===== src/rtl/load_align_unit.sv =====
// Load alignment unit: issues word-aligned reads, splits loads that cross a word
// boundary into two reads, then extracts and sign/zero-extends the loaded value.
module load_align_unit #(
   parameter int unsigned ADDR_W = 32
) (
   input  logic              clk,
   input  logic              rst_n,
   input  logic              load_req,
   input  logic [2:0]        load_type,
   input  logic [ADDR_W-1:0] load_addr,
   output logic              ready,
   output logic              done,
   output logic [31:0]       load_data,
   output logic              load_err,
   output logic              mem_read,
   output logic [ADDR_W-1:0] mem_address,
   input  logic [31:0]       mem_rdata,
   input  logic              mem_resp
);

   typedef enum logic [1:0] {IDLE, RD_LO, RD_HI, DONE} state_t;

   state_t            state;
   logic [2:0]        type_q;
   logic [ADDR_W-1:0] waddr_q;
   logic [1:0]        off_q;
   logic [31:0]       lo_q;
   logic              legal_c;
   logic              split_c;

   // Shift the two-word window down by the byte offset, then extend by type.
   function automatic logic [31:0] merge(input logic [2:0]  t,
                                         input logic [1:0]  off,
                                         input logic [31:0] hi,
                                         input logic [31:0] lo);
      logic [31:0] s;
      s = 32'({hi, lo} >> {off, 3'b000});
      case (t)
         3'b000:  merge = {{24{s[7]}}, s[7:0]};
         3'b001:  merge = {{16{s[15]}}, s[15:0]};
         3'b100:  merge = {24'h0, s[7:0]};
         3'b101:  merge = {16'h0, s[15:0]};
         default: merge = s;
      endcase
   endfunction

   always_comb begin
      legal_c = (load_type == 3'b000) || (load_type == 3'b001) || (load_type == 3'b010) ||
                (load_type == 3'b100) || (load_type == 3'b101);
      // Halfwords cross only at offset 3; words cross at any non-zero offset.
      split_c = ((type_q[1:0] == 2'b01) && (off_q == 2'b11)) ||
                ((type_q[1:0] == 2'b10) && (off_q != 2'b00));
   end

   always_ff @(posedge clk) begin
      if (!rst_n) begin
         state       <= IDLE;
         ready       <= 1'b1;
         done        <= 1'b0;
         load_data   <= 32'h0;
         load_err    <= 1'b0;
         mem_read    <= 1'b0;
         mem_address <= '0;
         type_q      <= 3'b000;
         waddr_q     <= '0;
         off_q       <= 2'b00;
         lo_q        <= 32'h0;
      end else begin
         case (state)
            IDLE: begin
               if (load_req) begin
                  type_q  <= load_type;
                  waddr_q <= {load_addr[ADDR_W-1:2], 2'b00};
                  off_q   <= load_addr[1:0];
                  lo_q    <= 32'h0;
                  ready   <= 1'b0;
                  if (!legal_c) begin
                     state     <= DONE;
                     done      <= 1'b1;
                     load_err  <= 1'b1;
                     load_data <= 32'h0;
                  end else begin
                     state       <= RD_LO;
                     mem_read    <= 1'b1;
                     mem_address <= {load_addr[ADDR_W-1:2], 2'b00};
                  end
               end
            end
            RD_LO: begin
               if (mem_resp) begin
                  lo_q     <= mem_rdata;
                  mem_read <= 1'b0;
                  if (split_c) begin
                     state <= RD_HI;
                  end else begin
                     state     <= DONE;
                     done      <= 1'b1;
                     load_err  <= 1'b0;
                     load_data <= merge(type_q, off_q, 32'h0, mem_rdata);
                  end
               end
            end
            RD_HI: begin
               // First cycle here is the mandatory idle gap between the two reads.
               if (!mem_read) begin
                  mem_read    <= 1'b1;
                  mem_address <= waddr_q + ADDR_W'(4);
               end else if (mem_resp) begin
                  mem_read  <= 1'b0;
                  state     <= DONE;
                  done      <= 1'b1;
                  load_err  <= 1'b0;
                  load_data <= merge(type_q, off_q, mem_rdata, lo_q);
               end
            end
            DONE: begin
               done  <= 1'b0;
               ready <= 1'b1;
               state <= IDLE;
            end
            default: state <= IDLE;
         endcase
      end
   end

endmodule


===== config.mk =====
export PLATFORM = sky130hd
export DESIGN_NAME = load_align_unit
export DESIGN_NICKNAME = d
export VERILOG_FILES = /design/src/rtl/load_align_unit.sv
export SDC_FILE = /design/constraint.sdc
export NUM_CORES = 1
export LEC_CHECK = 0
export CAP_MARGIN = 20
export CORE_MARGIN = 2
export CORE_UTILIZATION = 64
export CTS_CLUSTER_DIAMETER = 50
export DETAILED_ROUTE_END_ITERATION = 8
export DONT_BUFFER_PORTS = 1
export PLACE_DENSITY = 0.8
export REMOVE_ABC_BUFFERS = 1
export SYNTH_ARGS = -nofsm -noshare
export SYNTH_HDL_FRONTEND = slang
export SYNTH_SLANG_ARGS = --single-unit

===== constraint.sdc =====
create_clock -name clk -period 2.9 [get_ports clk]
set_input_delay 0.435 -clock clk [delete_from_list [all_inputs] [get_ports clk]]
set_output_delay 0.435 -clock clk [all_outputs]
set_load 0.02 [all_outputs]

==> reports/qor.txt, run 1 <==
==============================================================================
Pwr/cell area                                                      923 nW/um^2
Setup slack after layout                                              0.542 ns
Total of warnings raised by yosys                                            0
Floorplan die width                                                     111 um
Internal power of the cells                                            4.49 mW
Cell area after synthesis                                            7340 um^2
Flops & latches, synth                                                     135
Die Y-Extent                                                            111 um
Number of detailed-route iterations in the first pass                        6
Growth of design area from synthesis to finish                           7.89%
Largest net degree at the start of global routing                           65
Die area                                                            12300 um^2
Predominant post-synthesis flop cell                              sky130_fd_sc_hd__dfxtp_1
Total power                                                            7.31 mW
Core region area                                                    11300 um^2
Crit path launch type                                                     flop
DR WL met2                                                             9.53 mm
Arrival time worst endpoint                                            2.68 ns
Final number of hold-violating endpoints                                     0
Gate power share                                                         30.4%
Count of cells resized by post-cts repair                                    0
Number of nets in the finished design                                      903
Number of nets with antenna violations after detailed routing                0
Hold Crit Class                                                   input port to flop
Total number of clock tree sinks                                           135
Area share of the largest cell type after synthesis                      36.8%
Worst clock skew on the final layout                                0.00899 ns
Buffer levels on the longest clock path                                      2
Critical path startpoint                                              state[0]
Net switching power of the design                                      2.82 mW
Clock transition at the registers of the reported paths                0.06 ns
Count of different cell masters after synthesis                             63
Worst Path Class, Setup                                           flop to flop
Cell taking the most area after synthesis                         sky130_fd_sc_hd__dfxtp_1
CP max stage delay                                                     0.46 ns
Number of instances on the worst hold path                                   1
DP HPWL                                                                12.7 mm
Met3 wire length                                                       1.92 mm
Most area-consuming cells after synthesis                         sky130_fd_sc_hd__dfxtp_1 (37%), sky130_fd_sc_hd__nand2_1 (8.0%), sky130_fd_sc_hd__mux2i_1 (5.7%)
Endpoint of the worst setup timing path                           mem_address[19]
Sum of buffers and inverters on the critical path                            3
Min-Delay Startpoint                                                     rst_n
Portion of total power attributed to sequential cells                    38.4%
Crit-path cells                                                   inv_1 -> ha_1 -> inv_1 -> o32ai_4 -> buf_4 -> a21oi_1 -> o32ai_1
Max-slew violation count                                                     0
Detailed-route vias per instance                                          6.72
Number of enable-type register cells in the synthesized netlist              0
Count of hold-fix buffers inserted at cts                                    0
Crit-path slowest cell                                            sky130_fd_sc_hd__o32ai_4
Via total after detailed routing                                          6602
Number of top-level pins                                                   139
Fraction of final layout cells sized beyond drive strength 1             11.9%
Routed metal-1 wire length                                             7.49 mm
Type of element capturing the critical path                               flop
Sequential element share of the synthesized area                         36.8%
Antenna violations before repair                                             0
Later-pin clock latency in the skew report                             0.43 ns
Synth Instances                                                            867
Wire length of the first global-routing pass                           31.8 mm
Final antenna diode count                                                    0
Cell class contributing the biggest share of worst-path delay     compound AO/OA/AOI/OAI gates
Cell mode on critical path                                        sky130_fd_sc_hd__inv_1
Post-CTS setup repair buffer count                                           0
Port Buf Inserts                                                             0
Ratio of final minimum period to clock period                            81.3%
Vias in the first global route                                            6557
Stages on the worst setup path                                               7
Worst ir drop on vdd                                                    771 uV
Final worst path period need                                           2.36 ns
Worst r2r src                                                         state[0]
Total number of placement rows                                              39
Required time reported for the critical path endpoint                  3.22 ns
Master cell of the clock root buffer                              sky130_fd_sc_hd__clkbuf_16
Clock H-tree levels                                                          4
Static Leakage                                                         2.80 nW
Top layer reached by signal wires                                         met4
Status                                                            finished clean
Placer Congestion                                                        0.881
Average wire length per cell after detail routing                      19.9 um
Max-cap check violation count                                                0
Cells on worst reg2reg path                                                  7
Clock power share                                                        31.1%
Largest driver fanout on the critical path                                  25
RSZ-0062 raised after global routing                                     false
Share of flip-flops with an asynchronous set or reset                       0%
Switching share of power                                                 38.6%
Worst reg-to-reg setup slack                                           0.54 ns
Top achievable clock speed                                           0.424 GHz
DRT Wirelength                                                         19.5 mm
Final count of negative-setup-slack endpoints                                0
Overall routing resource usage                                           31.6%
Transition at the pin with the smallest max-transition slack           1.11 ns
CTS tree                                                                   yes
Terminus of the critical flop-to-flop path                        mem_address[19]
Worst slew margin                                                        25.7%
Effective utilization at floorplan                                       64.8%
Leftover overflow at the end of global routing                               0
Initial DRC Count                                                          528
Pre-CTS WS                                                            0.453 ns
Avg Synthesized Cell Area                                            8.46 um^2
Count of unresolved DRC violations after routing                             0
Inserted Clock Buffers                                                      17
==============================================================================
==> worst min path at each step <==
stage | end
floorplan | waddr_q[22]
global placement | waddr_q[31]
detailed placement | waddr_q[31]
CTS | ready
global route | ready
finish | ready
==> layout by cell type, fill, tap and decap left out, types with 3 or more instances in the layout <==
cell type / instances
sky130_fd_sc_hd__nand4_1: 13
sky130_fd_sc_hd__nor3_1: 5
sky130_fd_sc_hd__xor2_1: 13
sky130_fd_sc_hd__nor2b_1: 6
sky130_fd_sc_hd__nand3_1: 25
sky130_fd_sc_hd__a311oi_1: 3
sky130_fd_sc_hd__a32oi_1: 14
sky130_fd_sc_hd__mux4_2: 8
sky130_fd_sc_hd__mux2_2: 13
sky130_fd_sc_hd__and3_1: 18
sky130_fd_sc_hd__mux2i_1: 42
sky130_fd_sc_hd__xnor2_1: 10
sky130_fd_sc_hd__o21ai_0: 37
sky130_fd_sc_hd__clkinv_2: 4
sky130_fd_sc_hd__o211ai_2: 10
sky130_fd_sc_hd__a221o_1: 8
sky130_fd_sc_hd__nand2b_1: 3
sky130_fd_sc_hd__a41oi_1: 3
sky130_fd_sc_hd__o22ai_1: 4
sky130_fd_sc_hd__o21ai_1: 7
sky130_fd_sc_hd__o221ai_1: 7
sky130_fd_sc_hd__and2_1: 4
sky130_fd_sc_hd__and4_1: 9
sky130_fd_sc_hd__ha_1: 4
sky130_fd_sc_hd__a22oi_1: 48
sky130_fd_sc_hd__buf_4: 15
sky130_fd_sc_hd__a31oi_1: 4
sky130_fd_sc_hd__dfxtp_1: 134
sky130_fd_sc_hd__a21oi_1: 61
sky130_fd_sc_hd__bufinv_16: 3
sky130_fd_sc_hd__nand2_1: 156
sky130_fd_sc_hd__a211oi_1: 4
sky130_fd_sc_hd__o211ai_1: 18
sky130_fd_sc_hd__clkbuf_8: 3
sky130_fd_sc_hd__clkbuf_16: 18
sky130_fd_sc_hd__nor2_1: 53
sky130_fd_sc_hd__or2_2: 7
sky130_fd_sc_hd__inv_1: 6
==> power by group through the flow <==
stage / Sequential, mW / Clock [mW] / Combinational (mW)
after floorplan: 2.81 / 0 / 1.52
after global placement: 2.82 / 0 / 2.11
after global routing: 2.85 / 2.37 / 2.43
final: 2.81 / 2.28 / 2.22
after detailed placement: 2.84 / 0 / 2.18
after CTS: 2.80 / 2.30 / 2.19
==> sequential cells by signal (all words and copies together) (netlist names) <==
signal / cells
done: 1
waddr_q: 30
ready: 1
load_data: 32
lo_q: 32
mem_read: 1
mem_address: 30
state: 2
off_q: 2
load_err: 1
type_q: 3
==> cell usage after synthesis, drive strengths merged, types with 4 or more instances <==
library cell  number
a211oi             4
a21oi             61
a221o              8
a22oi             48
a31oi              4
a32oi             14
a41oi              4
and2               5
and3              18
and4               9
buf               27
clkbuf            49
dfxtp            135
ha                 5
inv                6
mux2              13
mux2i             42
mux4              10
nand2            156
nand3             25
nand4             14
nor2              53
nor2b              6
nor3               6
o211ai            28
o21ai             44
o221ai             8
o22ai              4
or2                7
xnor2             10
xor2              13
==> logic make-up after synthesis <==
logic type	count (synthesis)	share of synthesized area, %
mux	65	10.9
buf+inv	86	6.15
compound gates	244	23.0
other cells	1	0.0511
fa+ha+maj	5	0.853
flops	135	36.8
xor+xnor	23	2.75
simple gates	308	19.5
==> metrics by stage <==
stage	cell area [um^2]	TNS, ns	hold slack [ns]	util (%)	cells
global route	7920	0	0.127	69.9	983
detailed placement	7270	0	0.468	64.2	950
CTS	7900	0	0.102	69.8	982
global placement	7270	0	0.455	64.2	950
floorplan	6920	-50.69	0.445	-	791
finish	7920	0	0.126	69.9	983
==> worst reg2reg max path, cell delays in order, from the launching register on <==
cell and delay [ns]:
sky130_fd_sc_hd__dfxtp_1 0.34, sky130_fd_sc_hd__inv_1 0.12, sky130_fd_sc_hd__ha_1 0.40, sky130_fd_sc_hd__inv_1 0.21, sky130_fd_sc_hd__o32ai_4 0.46, sky130_fd_sc_hd__buf_4 0.36, sky130_fd_sc_hd__a21oi_1 0.09, sky130_fd_sc_hd__o32ai_1 0.28
==> metal layers <==
layer / track usage, % / vias up
met2: 54.4 / 333
met1: 35.7 / 3123
met3: 9.51 / 58
met4: 15.5 / 0
met5: 0 / -
li1: - / 3088
==> final cells by class <==
type	instances	area, um^2
Fill cell	915	3400
Clock buffer	21	492
Multi-Input combinational cell	647	4220
Clock inverter	11	143
Timing Repair Buffer	17	148
Inverter	9	33.8
Tap cell	143	179
Sequential cell	135	2710
Power figures use the tool's default switching activity.
==> run 2: changes to the inputs <==
- CORE_UTILIZATION: 64 -> 58
- PLACE_DENSITY: 0.8 -> 0.76
- clock period: 2.9 -> 2.1 ns (I/O delays scaled with it)
==> run 2 against run 1 <==
Die area rose by 10%; highest routed layer unchanged; clock power grew 46%; fmax up 17%; final cell count increased by 4.9%.
==> reports/qor.txt, run 2 (synthesis gave the netlist of run 1 again) <==
============================================================================
Overall routing resource usage                                         30.2%
Net switching power of the design                                    3.98 mW
Internal power of the cells                                          6.59 mW
Most used cells in the layout excluding fill and tap cells      sky130_fd_sc_hd__nand2_1 (154), sky130_fd_sc_hd__dfxtp_1 (133), sky130_fd_sc_hd__a21oi_1 (60)
Total placed cells including tap cells                                   995
Largest net degree at the start of global routing                         65
Pwr/cell area                                                   1290 nW/um^2
Vias in the first global route                                          6682
Placer Congestion                                                      0.894
Worst reg-to-reg setup slack                                         0.08 ns
Transition at the pin with the smallest max-transition slack        0.788 ns
Clock power share                                                      31.4%
Sum of negative setup slack                                             0 ns
Ratio of final minimum period to clock period                          96.3%
Post-route non-filler standard cell count                               1031
Worst r2r src                                                       state[0]
Type of element capturing the critical path                             flop
Detailed-route vias per instance                                        6.55
Total number of placement rows                                            41
Status                                                          finished clean
Count of unresolved DRC violations after routing                           0
Number of nets with antenna violations after detailed routing              0
Largest driver fanout on the critical path                                24
Number of nets in the finished design                                    922
Static Leakage                                                       2.93 nW
Arrival time worst endpoint                                          2.37 ns
Endpoint of the worst setup timing path                         mem_address[21]
Max-slew violation count                                                   0
Setup slack after layout                                           0.0773 ns
Later-pin clock latency in the skew report                           0.42 ns
RSZ-0062 raised after global routing                                    true
Fraction of final layout cells sized beyond drive strength 1           14.9%
Via total after detailed routing                                        6749
Antenna violations before repair                                           0
Number of top-level pins                                                 139
Required time reported for the critical path endpoint                2.44 ns
Most common library cell in the layout ignoring fill and taps   sky130_fd_sc_hd__nand2_1
DP HPWL                                                              13.5 mm
Worst Path Class, Setup                                         flop to flop
Top achievable clock speed                                         0.494 GHz
Clock H-tree levels                                                        4
DRT Wirelength                                                       20.2 mm
Worst clock skew on the final layout                              0.00837 ns
Worst ir drop on vdd                                                 1020 uV
Pre-CTS WS                                                         0.0142 ns
Max-cap check violation count                                              0
Biggest registers after layout                                  lo_q x32, load_data x32
Terminus of the critical flop-to-flop path                      mem_address[21]
# fillers                                                               1052
Leftover overflow at the end of global routing                             0
Cells on worst reg2reg path                                                6
Total number of clock tree sinks                                         135
Final antenna diode count                                                  0
Inserted Clock Buffers                                                    17
Buffer levels on the longest clock path                                    2
Final number of hold-violating endpoints                                   0
Port Buf Inserts                                                           0
Number of detailed-route iterations in the first pass                      5
Floorplan die width                                                   116 um
Gate power share                                                       32.1%
Critical path startpoint                                            state[0]
Hold Crit Class                                                 input port to flop
Portion of total power attributed to sequential cells                  36.5%
Final count of negative-setup-slack endpoints                              0
Die area                                                          13600 um^2
Average wire length per cell after detail routing                    19.6 um
Growth of design area from synthesis to finish                         12.0%
Effective utilization at floorplan                                     58.9%
Die Y-Extent                                                          116 um
Crit path launch type                                                   flop
Core region area                                                  12500 um^2
Switching share of power                                               37.6%
Worst slew margin                                                      47.1%
Initial DRC Count                                                        541
Wire length of the first global-routing pass                         32.3 mm
Clock transition at the registers of the reported paths              0.06 ns
Final worst path period need                                         2.02 ns
Master cell of the clock root buffer                            sky130_fd_sc_hd__clkbuf_16
CTS tree                                                                 yes
============================================================================
## run 2: cell count changes in the layout (fill, tap and decap cells not counted), sizes merged
cell	previous run	this run
bufinv	3	5
clkinvlp	2	3
buf	17	35
clkinv	7	5
inv	8	7
dlygate4sd3	0	1
## run 2: layout make-up
| type | count | area [um^2] | share of cell area (%) |
|---|---|---|---|
| clock buffer | 21 | 470 | 5.72 |
| clock inverter | 11 | 195 | 2.38 |
| multi-input combinational | 647 | 4260 | 51.9 |
| tap | 172 | 215 | 2.62 |
| sequential | 135 | 2710 | 32.9 |
| timing repair buffer | 36 | 334 | 4.07 |
| inverter | 9 | 33.8 | 0.411 |
## run 2: how the worst min path moves through the flow
stage / startpoint / to / slack [ns] / cells past startpoint
floorplan: rst_n / ready / 0.39 / 1
global placement: rst_n / ready / 0.41 / 1
detailed placement: rst_n / ready / 0.42 / 1
CTS: load_addr[16] / waddr_q[16] / 0.01 / 2
global route: load_addr[10] / waddr_q[10] / 0.02 / 2
finish: load_addr[16] / waddr_q[16] / 0.02 / 2
## run 2: timing repair
| action | in CTS | in global routing |
|---|---|---|
| hold endpoints to repair | 1 | 0 |
| pin swaps | 1 | 2 |
| gates resized for setup | 3 | 12 |
| gates cloned | 0 | 0 |
| setup buffers | 1 | 2 |
| hold buffers | 1 | 0 |
| setup endpoints to repair | 4 | 51 |
## run 2: power groups by stage
stage	sequential (mW)	clock [mW]	combinational (mW)
2_1_floorplan	3.88	0	2.10
3_3_place_gp	3.88	0	3.10
3_5_place_dp	3.90	0	3.19
4_1_cts	3.85	3.34	3.24
5_1_grt	3.92	3.46	3.69
6_report	3.86	3.32	3.39
## run 2: per-stage QoR
step / power, mW / cell area (um^2) / hold slack, ns / utilization, %
6_report: 10.6 / 8220 / 0.0224 / 65.9
2_1_floorplan: 5.98 / 6920 / 0.391 / -
3_5_place_dp: 7.09 / 7450 / 0.417 / 59.8
4_1_cts: 10.4 / 8160 / 0.0112 / 65.4
5_1_grt: 11.1 / 8220 / 0.0205 / 65.9
3_3_place_gp: 6.97 / 7450 / 0.406 / 59.8
## run 2: layer usage
layer / GRT usage (%) / routed length (um)
met1: 35.4 / 7920
met5: 0 / 0
met4: 13.7 / 500
met2: 52.5 / 10000
met3: 7.37 / 1820
## run 2: critical path, cell delays in order (launching register included)
cell                       delay, ns
sky130_fd_sc_hd__dfxtp_1        0.34
sky130_fd_sc_hd__inv_1          0.18
sky130_fd_sc_hd__ha_2           0.31
sky130_fd_sc_hd__buf_8          0.23
sky130_fd_sc_hd__clkinv_1       0.16
sky130_fd_sc_hd__or4_1          0.53
sky130_fd_sc_hd__a31oi_1        0.19
==> run 3: changes to the inputs <==
- ABC_AREA: default -> 1
- CORE_ASPECT_RATIO: default -> 0.7
- CORE_UTILIZATION: 58 -> 36
- PLACE_DENSITY: 0.76 -> default
==> run 3 against run 2 <==
Core utilization fell by 25 points; critical endpoint is now mem_address[14]; worst hold slack improved by 0.0054 ns; register-to-register slack better by 0.03 ns; highest routed layer is now met5; sequential share of layout area down 3.4 points; clock-buffer cell count shrank 2; critical path depth rose by 2; largest power group is now combinational cells.
==> reports/qor.txt, run 3 <==
==============================================================================
Final number of hold-violating endpoints                                     0
Type of element capturing the critical path                               flop
RSZ-0062 raised after global routing                                      true
Antenna violations before repair                                             1
Number of nets with antenna violations after detailed routing                0
Internal power of the cells                                            6.93 mW
Fraction of final layout cells sized beyond drive strength 1             8.31%
Worst Path Class, Setup                                           flop to flop
Die area                                                            24100 um^2
Die Y-Extent                                                            131 um
Hold Crit Class                                                   input port to flop
Ratio of final minimum period to clock period                            94.9%
Synth top cells by count                                          sky130_fd_sc_hd__nand2_1 (416), sky130_fd_sc_hd__nand3_1 (176), sky130_fd_sc_hd__a21oi_1 (141)
DP HPWL                                                                18.8 mm
Gate power share                                                         42.8%
Floorplan die width                                                     185 um
Count of cells resized by post-cts repair                                    0
Max-slew violation count                                                     0
Initial DRC Count                                                          834
Clock power share                                                        25.4%
Total power                                                            12.8 mW
Switching share of power                                                 45.9%
Largest driver fanout on the critical path                                  20
Vias in the first global route                                            7716
Placer Congestion                                                        0.906
Count of hold-fix buffers inserted at cts                                    0
Arrival time worst endpoint                                            2.31 ns
Final count of negative-setup-slack endpoints                                0
Growth of design area from synthesis to finish                           11.2%
Pre-CTS WS                                                           0.0815 ns
Sequential element share of the synthesized area                         32.8%
Count of unresolved DRC violations after routing                             0
Sum of negative setup slack                                               0 ns
Port Buf Inserts                                                             0
Top achievable clock speed                                           0.502 GHz
Average wire length per cell after detail routing                      16.9 um
Worst ir drop on vdd                                                    649 uV
Clock transition at the registers of the reported paths                0.06 ns
CTS tree                                                                   yes
Inserted Clock Buffers                                                      17
Avg Synthesized Cell Area                                            6.20 um^2
Crit path launch type                                                     flop
Worst clock skew on the final layout                                0.00825 ns
Layout Utilization                                                       40.6%
Worst reg-to-reg setup slack                                           0.11 ns
Leftover overflow at the end of global routing                               0
Most common library cell in the layout ignoring fill and taps     sky130_fd_sc_hd__nand2_1
Most area-consuming cells after synthesis                         sky130_fd_sc_hd__dfxtp_1 (33%), sky130_fd_sc_hd__nand2_1 (19%), sky130_fd_sc_hd__nand3_1 (11%)
DRT Wirelength                                                         27.4 mm
Effective utilization at floorplan                                       36.5%
Area share of the largest cell type after synthesis                      32.8%
Later-pin clock latency in the skew report                             0.43 ns
Final worst path period need                                           1.99 ns
Total of warnings raised by yosys                                            0
Core region area                                                    22600 um^2
Static Leakage                                                         3.60 nW
Total placed cells including tap cells                                    1592
Buffer levels on the longest clock path                                      2
Post-route non-filler standard cell count                                 1623
Cell taking the most area after synthesis                         sky130_fd_sc_hd__dfxtp_1
Post-CTS setup repair buffer count                                           0
Wire length of the first global-routing pass                           42.5 mm
Setup slack after layout                                              0.107 ns
Net switching power of the design                                      5.88 mW
Flops & latches, synth                                                     135
Most used cells in the layout excluding fill and tap cells        sky130_fd_sc_hd__nand2_1 (415), sky130_fd_sc_hd__nand3_1 (176), sky130_fd_sc_hd__a21oi_1 (141)
Number of detailed-route iterations in the first pass                        6
Via total after detailed routing                                          8653
Count of different cell masters after synthesis                             37
Number of top-level pins                                                   139
Total number of placement rows                                              46
Pwr/cell area                                                     1400 nW/um^2
Clock H-tree levels                                                          4
Portion of total power attributed to sequential cells                    31.8%
Biggest registers after layout                                    lo_q x32, load_data x32
Share of flip-flops with an asynchronous set or reset                       0%
Synth Instances                                                           1329
Max-cap check violation count                                                0
Master cell of the clock root buffer                              sky130_fd_sc_hd__clkbuf_16
Number of nets in the finished design                                     1375
Predominant post-synthesis flop cell                              sky130_fd_sc_hd__dfxtp_1
Number of enable-type register cells in the synthesized netlist              0
Required time reported for the critical path endpoint                  2.42 ns
Cell area after synthesis                                            8240 um^2
Total number of clock tree sinks                                           135
Final antenna diode count                                                    0
Status                                                            finished clean
Most numerous cell in the Yosys netlist                           sky130_fd_sc_hd__nand2_1
Detailed-route vias per instance                                          5.33
Overall routing resource usage                                           22.8%
Largest net degree at the start of global routing                           54
==============================================================================
-- run 3: cell count changes in the layout (fill, tap and decap cells not counted), sizes merged, moves of 14 or more --
cell	before	now
a21oi	61	142
inv	7	96
mux2i	42	0
nand2	156	420
nor2	53	114
nand3	25	182
a32oi	14	0
and3	18	0
o21ai	44	68
a22oi	48	0
-- run 3: area by class of cell --
type                    instances  area [um^2]
well taps                     312          390
multi-input cells            1008         4700
inverters                      97          378
repair buffers                 40          350
clock inverters                12          176
flip-flops and latches        135         2710
clock buffers                  19          453
fillers                      2452        13400
-- run 3: per-stage QoR --
stage | hold WS [ns] | cell area [um^2]
after global placement | 0.460 | 8510
after detailed placement | 0.467 | 8510
after global routing | 0.00908 | 9160
after floorplan | 0.451 | 7770
final | 0.0277 | 9160
after CTS | 0.00289 | 9140
-- run 3: power groups by stage --
stage	sequential (mW)	clock, mW	combinational (mW)
final	4.08	3.25	5.48
after global routing	4.17	3.42	6.14
after global placement	4.12	0	5.32
after floorplan	4.05	0	3.45
after detailed placement	4.12	0	5.37
after CTS	4.07	3.32	5.40
-- run 3: path summary, 6_finish.rpt --
check,from,cells after the start,to
hold / removal,rst_n,2,mem_address[21]
setup reg to reg,state[1],8,mem_address[14]
setup / recovery,state[1],8,mem_address[14]
hold reg to reg,state[0],2,state[0]
-- run 3: critical path, stage by stage (launching register included) --
cell	delay, ns
sky130_fd_sc_hd__dfxtp_1	0.33
sky130_fd_sc_hd__inv_1	0.10
sky130_fd_sc_hd__ha_1	0.25
sky130_fd_sc_hd__inv_2	0.05
sky130_fd_sc_hd__or2_2	0.31
sky130_fd_sc_hd__nand2_1	0.13
sky130_fd_sc_hd__clkinvlp_4	0.35
sky130_fd_sc_hd__o21ai_0	0.29
sky130_fd_sc_hd__a21oi_1	0.06
-- run 3: cells by family (layout without fill, tap and decap cells) --
kind of cell | Yosys count | after routing | share of synthesized area (%)
flops | 135 | 135 | 32.8
compound gates | 264 | 264 | 17.5
xor+xnor | 7 | 7 | 0.744
buf+inv | 187 | 168 | 10.3
fa+ha+maj | 5 | 5 | 0.759
other cells | 1 | 2 | 0.0455
simple gates | 730 | 730 | 37.8
-- run 3: per-layer routing --
layer	global-route usage, %	share of wire (%)	up-vias
met5	0	0.062	-
met4	6.77	1.3	2
met3	8.26	11	37
met2	31.5	40	350
met1	32.7	47	3972
li1	-	-	4292
